--- config.mk ---
export PLATFORM = sky130hd
export DESIGN_NAME = fetch_unit
export DESIGN_NICKNAME = d
export VERILOG_FILES = /design/src/rtl/fetch_unit.sv
export SDC_FILE = /design/constraint.sdc
export NUM_CORES = 1
export LEC_CHECK = 0
export CORE_MARGIN = 2
export CORE_UTILIZATION = 46
export DETAILED_ROUTE_END_ITERATION = 10
export GPL_TIMING_DRIVEN = 1
export PLACE_DENSITY = 0.82
export SYNTH_ARGS = -nofsm -noshare
export SYNTH_HDL_FRONTEND = slang
export SYNTH_SLANG_ARGS = --single-unit
--- constraint.sdc ---
create_clock -name clk -period 3.2 [get_ports clk]
set_input_delay 0.8 -clock clk [delete_from_list [all_inputs] [get_ports clk]]
set_output_delay 0.8 -clock clk [all_outputs]
set_load 0.005 [all_outputs]
--- src/rtl/fetch_unit.sv ---
// fetch_unit: four-phase instruction fetch front end.
// A 2-bit phase counter divides each instruction cycle into Q1..Q4. At the
// Q4 edge (the instruction boundary) the next word is latched into inst_reg
// and the PC advances. A GOTO replaces the fetched word with a NOP and
// redirects the PC. A skip request from execute replaces the fetched word
// with a NOP.

module fetch_unit #(
    parameter int unsigned PC_W = 6
) (
    input  logic            clk,
    input  logic            rst_n,
    input  logic            run,
    input  logic            skip,
    input  logic [7:0]      prog_data,
    output logic [PC_W-1:0] prog_addr,
    output logic [7:0]      inst_reg,
    output logic            clk1,
    output logic            clk2,
    output logic            clk3,
    output logic            clk4
);

    // Phase encodings; PH_Q4 marks the instruction boundary.
    localparam logic [1:0] PH_Q1 = 2'd0;
    localparam logic [1:0] PH_Q2 = 2'd1;
    localparam logic [1:0] PH_Q3 = 2'd2;
    localparam logic [1:0] PH_Q4 = 2'd3;

    localparam logic [7:0] NOP       = 8'h00;
    localparam logic [1:0] GOTO_OP   = 2'b10;
    localparam logic [3:0] STRB_Q1   = 4'b0001;

    logic [1:0]      ph_q, ph_d;
    logic [3:0]      strobe_q, strobe_d;
    logic [PC_W-1:0] pc_q, pc_d;
    logic [7:0]      ir_q, ir_d;
    logic            boundary;
    logic            is_goto;
    logic [PC_W-1:0] goto_target;
    logic [PC_W-1:0] pc_inc;

    // Phase advance: step mod 4 while running; strobes track the next phase
    // so they come straight out of flops aligned with ph_q.
    always_comb begin
        ph_d = ph_q;
        if (run) begin
            ph_d = ph_q + 2'd1;
        end
        strobe_d = STRB_Q1 << ph_d;
    end

    // Boundary decode: GOTO beats skip, skip beats a normal fetch.
    always_comb begin
        boundary    = run && (ph_q == PH_Q4);
        is_goto     = (ir_q[7:6] == GOTO_OP);
        goto_target = PC_W'(ir_q[5:0]);
        pc_inc      = pc_q + PC_W'(1);
        pc_d        = pc_q;
        ir_d        = ir_q;
        if (boundary) begin
            if (is_goto) begin
                pc_d = goto_target;
                ir_d = NOP;
            end else if (skip) begin
                pc_d = pc_inc;
                ir_d = NOP;
            end else begin
                pc_d = pc_inc;
                ir_d = prog_data;
            end
        end
    end

    // Phase counter and strobe flops; reset restarts at Q1.
    always_ff @(posedge clk) begin
        if (!rst_n) begin
            ph_q     <= PH_Q1;
            strobe_q <= STRB_Q1;
        end else begin
            ph_q     <= ph_d;
            strobe_q <= strobe_d;
        end
    end

    // Program counter and instruction register; only move at a boundary.
    always_ff @(posedge clk) begin
        if (!rst_n) begin
            pc_q <= '0;
            ir_q <= NOP;
        end else begin
            pc_q <= pc_d;
            ir_q <= ir_d;
        end
    end

    // Output mapping.
    always_comb begin
        prog_addr = pc_q;
        inst_reg  = ir_q;
        clk1      = strobe_q[0];
        clk2      = strobe_q[1];
        clk3      = strobe_q[2];
        clk4      = strobe_q[3];
    end

endmodule

==> run summary, run 1 <==
In this run the clock root is driven by a sky130_fd_sc_hd__clkbuf_4. In this run the worst hold path is classified as flip-flop to flip-flop. The maximum clock frequency is 479 MHz. The later pin in the worst-skew pair is clocked with a latency of 310 ps. The die width is 46.5 um. Before antenna repair, the detailed router went through 4 iterations. Cells fill 69.5% of the core in the end. The total standard cell area after synthesis came out at 832 sq um. The count of buffers inserted at the top-level ports is 29. Per report_power, the combinational group accounts for 9.2% of the total.

The number of gates resized after CTS came out at 0. After synthesis, the cell types taking the most area are sky130_fd_sc_hd__dfxtp_1 48%, sky130_fd_sc_hd__nor2b_1 9.0%, sky130_fd_sc_hd__a22oi_1 7.2%. The fraction of power consumed by sequential logic came out at 50.1%. The relative slew slack is 64.3%.

The routed wirelength normalized by instance count is 13.7 um. The post-synthesis sequential area ratio came out at 48.1%. The slowest stage of the critical path is the sky130_fd_sc_hd__clkdlybuf4s50_1 cell. The count of buffers added by post-CTS timing repair for setup is 0.

The worst-case vdd ir drop is 288 uV. The setup path with the least slack is of type flip-flop to output pin. The remaining antenna violation count after routing came out at 0.

The worst setup path is captured at an output pin. Grouping stages by cell kind, the critical path spends the most delay in buffers and inverters. At the end of the flow, the number of nets in the layout was 131. The floorplan has 15 rows. The die footprint is 0.00217 sq mm. The clock sink count is 20. The remaining global-route overflow came out at 0.

The startpoint of the tightest hold check path is prog_addr[3]$_SDFFE_PN0P_. The clock share of power is 40.7%. The flip-flop count of the largest register after layout came out at 8. The switching portion of total power is 20.5%.

Yosys mapped a number of flops with a built-in enable equal to 0. The endpoint of the worst register-to-register path is inst_reg[3]$_SDFFE_PN0P_. In this design, the stage delay of the slowest critical-path cell is 540 ps. Averaged over all synthesized cells, the footprint is 9.67 sq um.

The number of global-route vias before repair came out at 697. The final cycle utilization of the critical path is 65.3%. The transition time at the pin with the least slew margin is 534 ps. Setup repair after global routing left no endpoint under its margin. Adding up every negative setup slack in the final design gives 0 ps. The final layout contains routed wiring with a total length of 1930 um. The relative area change from synthesis to final layout is 42.6%. The run finished with clean final reports. The fraction of synthesized cell area taken by the top area cell type is 48.1%. The net switching power is 0.107 mW.

The post-layout minimum cycle time is 2090 ps. The largest total area in the synthesized netlist belongs to sky130_fd_sc_hd__dfxtp_1. Counting flops and latches in the post-synthesis netlist gives 20. Setup slack closes at 1110 ps.

In this run the deepest clock path goes through 2 buffers. met2 is the most crowded layer. The all-layer global routing usage is 19.6%.

The share of async-settable or async-resettable flops after synthesis came out at 0%. The first-pass GRT wire length is 3060 um. The worst flop-to-flop path startpoint is ph_q[0]$_SDFF_PN0_. The count of final max-slew check failures came to 0. Data on the critical path arrives at its endpoint at 1290 ps. Routability-driven placement finished with a final weighted congestion of 0.735. The internal power came out at 0.414 mW. The total inserted antenna cells is 0. The instance count along the most critical hold path came out at 2. The post-route DRC violation count is 0. The post-route netlist has 5.17% of its cells at a drive strength greater than 1. The most frequent standard cell in the layout excluding fill and tap cells is sky130_fd_sc_hd__clkdlybuf4s50_1.

The number of vias after detailed routing came out at 743. The maximum fanout count along the critical path is 5. The average vias per placed instance is 5.27.

The max-cap check violation count is 0. The initial antenna violation count is 0. The overall power after layout is 0.521 mW.

The initial utilization of the core area, before any placement, comes to 48.7%. STA classifies the critical path startpoint as a flip-flop. The sink of the worst hold path is prog_addr[3]$_SDFFE_PN0P_.

30 I/O pins were placed. The initial DRC count is 10. The final hold violation count came out at 0. The total of hold buffers inserted after clock tree synthesis came out at 0. The pin count of the biggest net entering global routing is 20. The area of the core is 0.00171 sq mm. The most used flip-flop cell after synthesis is sky130_fd_sc_hd__dfxtp_1. The die height is 46.5 um.

Synthesis instantiated 28 different standard cells from the library. The global routing met3 resource utilization came out at 2.75%. Walking the worst path, the cells encountered are clkdlybuf4s50_1. TritonCTS built the clock tree. The setup slack at placement came out at 952 ps. CTS built an H-tree with a depth of 1. For this run, global-route usage on met2 was measured as 31.9%. The clock skew after layout is 7.05 ps. The number of cells on the worst reg-to-reg path is 5. The total buffers and inverters traversed by the critical path is 1. Across all register-to-register paths, the minimum setup slack is 1800 ps. The static leakage is 0.413 nW.

The post-synthesis instance total came out at 86. The top cell types in the final layout, fill and taps aside, are 29 x sky130_fd_sc_hd__clkdlybuf4s50_1, 20 x sky130_fd_sc_hd__dfxtp_1, 12 x sky130_fd_sc_hd__nor2b_1. The number of buffers inserted during clock tree synthesis came out at 3. The sum of net half-perimeters after detailed placement came out at 1320 um. The clock edge transition at the registers on the reported setup and hold paths is 120 ps.

The count of endpoints failing setup in the final report is 0. The total power density per cell area came out at 439 mW/mm^2. The met1 track demand over resource is 25.6%. The total number of yosys warnings came out at 0. The required arrival time at the worst endpoint is 2400 ps. Counting the fill cells in the layout gives 138.

The number of nets produced by synthesis is 100.
## worst reg2reg max path, cell delays in order, from the launching register on
cell	delay (ps)
sky130_fd_sc_hd__dfxtp_1	370
sky130_fd_sc_hd__ha_1	220
sky130_fd_sc_hd__nand2_4	150
sky130_fd_sc_hd__nor3_4	340
sky130_fd_sc_hd__a22oi_1	110
sky130_fd_sc_hd__nor2b_1	140
## cell usage after synthesis (3+ instances only)
cell type / count
sky130_fd_sc_hd__nor3_1: 4
sky130_fd_sc_hd__dfxtp_1: 20
sky130_fd_sc_hd__nand2_1: 6
sky130_fd_sc_hd__nand3_1: 3
sky130_fd_sc_hd__nor2_1: 3
sky130_fd_sc_hd__a22oi_1: 8
sky130_fd_sc_hd__a21oi_1: 5
sky130_fd_sc_hd__nor2b_1: 12
## worst max path at each step
stage | start | endpoint | slack (ps) | cells past startpoint
floorplan | run | prog_addr[1]$_SDFFE_PN0P_ | 1770 | 4
CTS | prog_addr[0]$_SDFFE_PN0P_ | prog_addr[0] | 1120 | 1
global route | prog_addr[0]$_SDFFE_PN0P_ | prog_addr[0] | 1080 | 1
detailed placement | run | inst_reg[3]$_SDFFE_PN0P_ | 950 | 5
global placement | run | inst_reg[0]$_SDFFE_PN0P_ | 1000 | 5
finish | prog_addr[0]$_SDFFE_PN0P_ | prog_addr[0] | 1110 | 1
## routing by layer
layer	vias to the layer above	routed length, um
met3	4	59
met1	349	937
met5	-	0
li1	370	-
met4	0	27
met2	20	906
## stage by stage
step	area, sq um	hold WS, ps	cells
floorplan	832	489	86
global placement	1130	493	137
detailed placement	1130	509	137
CTS	1190	527	141
global route	1190	542	141
finish	1190	532	141
## power groups by stage
stage	sequential [mW]	clock [mW]	combinational (mW)
after floorplan	0.267	0	0.0164
after global placement	0.266	0	0.0471
after detailed placement	0.267	0	0.0475
after CTS	0.261	0.213	0.0478
after global routing	0.262	0.219	0.0525
final	0.261	0.212	0.0478
## layout make-up
| type | count | area, sq um | share of cell area, % |
|---|---|---|---|
| clock buffers | 3 | 22.5 | 1.90 |
| clock inverters | 1 | 30.0 | 2.53 |
| multi-input cells | 63 | 412 | 34.7 |
| flip-flops and latches | 20 | 400 | 33.8 |
| well taps | 25 | 31.3 | 2.64 |
| repair buffers | 29 | 290 | 24.5 |
## kinds of logic after synthesis
logic type               count (synthesis)  share of synthesized area [%]
AND/OR/NAND/NOR                         37                           26.2
AO/OA/AOI/OAI                           21                           16.8
flip-flops                              20                           48.1
buffers and inverters                    3                           2.40
multiplexers                             2                           2.41
adder cells (fa/ha/maj)                  2                           3.01
XOR/XNOR                                 1                           1.05
(Power assumes the default switching activity.)
==> inputs of run 2 (changes only) <==
--- a/config.mk
+++ b/config.mk
@@ -6,10 +6,10 @@
 export NUM_CORES = 1
 export LEC_CHECK = 0
 export CORE_MARGIN = 2
-export CORE_UTILIZATION = 46
+export CORE_UTILIZATION = 38
 export DETAILED_ROUTE_END_ITERATION = 10
 export GPL_TIMING_DRIVEN = 1
-export PLACE_DENSITY = 0.82
+export PLACE_DENSITY = 0.72
 export SYNTH_ARGS = -nofsm -noshare
 export SYNTH_HDL_FRONTEND = slang
 export SYNTH_SLANG_ARGS = --single-unit
==> constraint.sdc (replaced) <==
create_clock -name clk -period 1.8 [get_ports clk]
set_input_delay 0.45 -clock clk [delete_from_list [all_inputs] [get_ports clk]]
set_output_delay 0.45 -clock clk [all_outputs]
set_load 0.005 [all_outputs]
==> run 2 against run 1 <==
Net effect: sequential share of layout area shrank 0.66 points; global-route usage shrank 1.6 points; final cell count grew 5.0%; critical path depth is the same; first-iteration DRC count grew 60%; worst hold slack lost 17 ps; via count grew 1.6%; die area grew 19%; clock power grew 23%.
==> run summary, run 2 (synthesis results as in run 1) <==
The maximum fanout count along the critical path is 5. The count of endpoints failing setup in the final report is 0. The core region is 0.00202 sq mm. Static timing analysis puts the maximum clock frequency at 589 MHz. The area of the multi-input gates came out at 412 sq um. The remaining global-route overflow came out at 0. The maximum count of clock buffers along a single path came out at 2.

The standard cell with the maximum stage delay on the critical path is sky130_fd_sc_hd__clkdlybuf4s50_1. The relative area change from synthesis to final layout came out at 45.4%. The critical path is of the flip-flop to output pin type. The relative slew slack is 75.2%. Broken down by cell family, the worst path's largest delay share belongs to buffers and inverters. The sum of net half-perimeters after detailed placement came out at 1480 um. The initial DRC count is 16. Leaving out fill and tap cells, the most frequent cell in the layout is sky130_fd_sc_hd__clkdlybuf4s50_1. The min-delay analysis places its worst path in the category flip-flop to flip-flop. The count of final max-slew check failures came out at 0.

The required arrival time at the worst endpoint is 1350 ps. The initial antenna violation count is 0. The endpoint kind of the worst setup timing path is an output pin. Setup repair after global routing left no endpoint under its margin.

The global routing met3 resource utilization came out at 2.68%. The overall power after layout came out at 0.815 mW. In this run the number of H-tree levels came out at 1.

The die footprint is 0.00258 sq mm. The static leakage is 0.429 nW. The count of buffers inserted at the top-level ports is 29. The total power density per cell area is 673 mW/mm^2. The clock skew after layout came out at 2.13 ps. The routed wirelength normalized by instance count is 12.9 um.

The number of buffers inserted during clock tree synthesis came out at 3. The final hold violation count is 0. The transition time at the pin with the least slew margin came out at 372 ps.

The clock sink count came out at 20. The post-layout minimum cycle time is 1700 ps. The effective utilization at floorplan is 41.2%. The global routing stage identified its most utilized layer as met2. The number of buffers and inverters on the critical path is 1. The first-pass GRT wire length came out at 3420 um.

The met1 track demand over resource came out at 21.7%. The highest cell delay on the worst timing path is 530 ps. Of the cells placed in the final design, the portion with a size suffix greater than 1 is 9.09%. The clock edge transition at the registers on the reported setup and hold paths is 110 ps.

Once the clock tree was built, the resizer swapped 0 gates to a different size. The post-route DRC violation count is 0. Global routing consumed, over all layers together, 18.0% of the routing resources. Walking the worst path, the cells encountered are clkdlybuf4s50_1. The kind of launch point of the worst setup path is a flip-flop. The number of detailed-route iterations in the first pass is 4. Row generation in the floorplan step produced 16 rows. In the layout the commonest cells are 29 x sky130_fd_sc_hd__clkdlybuf4s50_1, 20 x sky130_fd_sc_hd__dfxtp_1, 12 x sky130_fd_sc_hd__nor2b_1.

The max-cap check violation count came out at 0. The final cycle utilization of the critical path is 94.4%. The register with the most flip-flops in the layout has 8 of them. The number of vias after detailed routing is 755. The setup TNS after final layout came out at 0 ps. The placer's final routability congestion estimate is 0.807. The net count of the finished layout is 136.

Summed over all layers, the routed wires come to 1920 um. At the worst endpoint, the arrival time is 1250 ps. After detailed routing, the number of vias per cell comes to 5.10.

The worst-case vdd ir drop is 424 uV. Buffers inserted to repair hold after CTS numbered 0. The cell sitting at the root of the clock tree is a sky130_fd_sc_hd__clkbuf_4. The die height came out at 50.8 um. For the worst-skew pair, the clock arrives at the later sink with an insertion delay of 300 ps. The number of global-route vias before repair came out at 759. The remaining antenna violation count after routing is 0.

TritonCTS built the clock tree. The total inserted antenna cells is 0. The global routing met2 resource utilization came out at 30.7%. The area taken by flip-flops and latches is 400 sq um. The die width is 50.8 um. The flow ran to the end, and the final reports show no timing, DRC or antenna violations.

The pin count of the biggest net entering global routing came out at 12. Post-CTS timing repair inserted 0 buffers for setup. The number of top-level pins came out at 30. The number of fillers in the final layout came out at 186.
run 2: layout make-up:
class	instances	area share, %
clock buffer	4	3.00
multi-input combinational	63	34.0
sequential	20	33.1
tap	27	2.79
timing repair buffer	34	27.1
run 2: worst reg2reg max path, cell delays in order (launching register included):
cell                      delay [ps]
sky130_fd_sc_hd__dfxtp_1         400
sky130_fd_sc_hd__and2b_1         330
sky130_fd_sc_hd__nor3_4          320
sky130_fd_sc_hd__a22oi_1         120
sky130_fd_sc_hd__nor2b_1         150
run 2: power breakdown:
part           switching, mW  internal [mW]
Sequential           0.00624          0.457
Combinational         0.0331         0.0581
Clock                  0.137          0.123
run 2: layer usage:
metal,vias to the layer above,wire length (um)
li1,380,-
met5,-,0
met2,16,892
met3,2,53
met4,0,21
met1,357,948
run 2: per-stage QoR:
step | hold WS (ps) | instance area, sq um | worst slack [ps] | std cells | utilization (%)
5_1_grt | 551 | 1210 | 41.2 | 148 | 59.8
2_1_floorplan | 489 | 832 | 626 | 86 | -
3_3_place_gp | 495 | 1170 | 37.3 | 144 | 58.0
4_1_cts | 517 | 1210 | 87.0 | 148 | 59.8
3_5_place_dp | 499 | 1170 | -3.07 | 144 | 58.0
6_report | 515 | 1210 | 101 | 148 | 59.8
run 2: final timing paths:
kind | from | end | slack [ps] | depth (start not counted)
hold / removal | prog_addr[4]$_SDFFE_PN0P_ | prog_addr[4]$_SDFFE_PN0P_ | 520 | 2
setup / recovery | prog_addr[0]$_SDFFE_PN0P_ | prog_addr[0] | 100 | 1
setup reg to reg | inst_reg[6]$_SDFFE_PN0P_ | inst_reg[2]$_SDFFE_PN0P_ | 430 | 4
hold reg to reg | prog_addr[4]$_SDFFE_PN0P_ | prog_addr[4]$_SDFFE_PN0P_ | 520 | 2
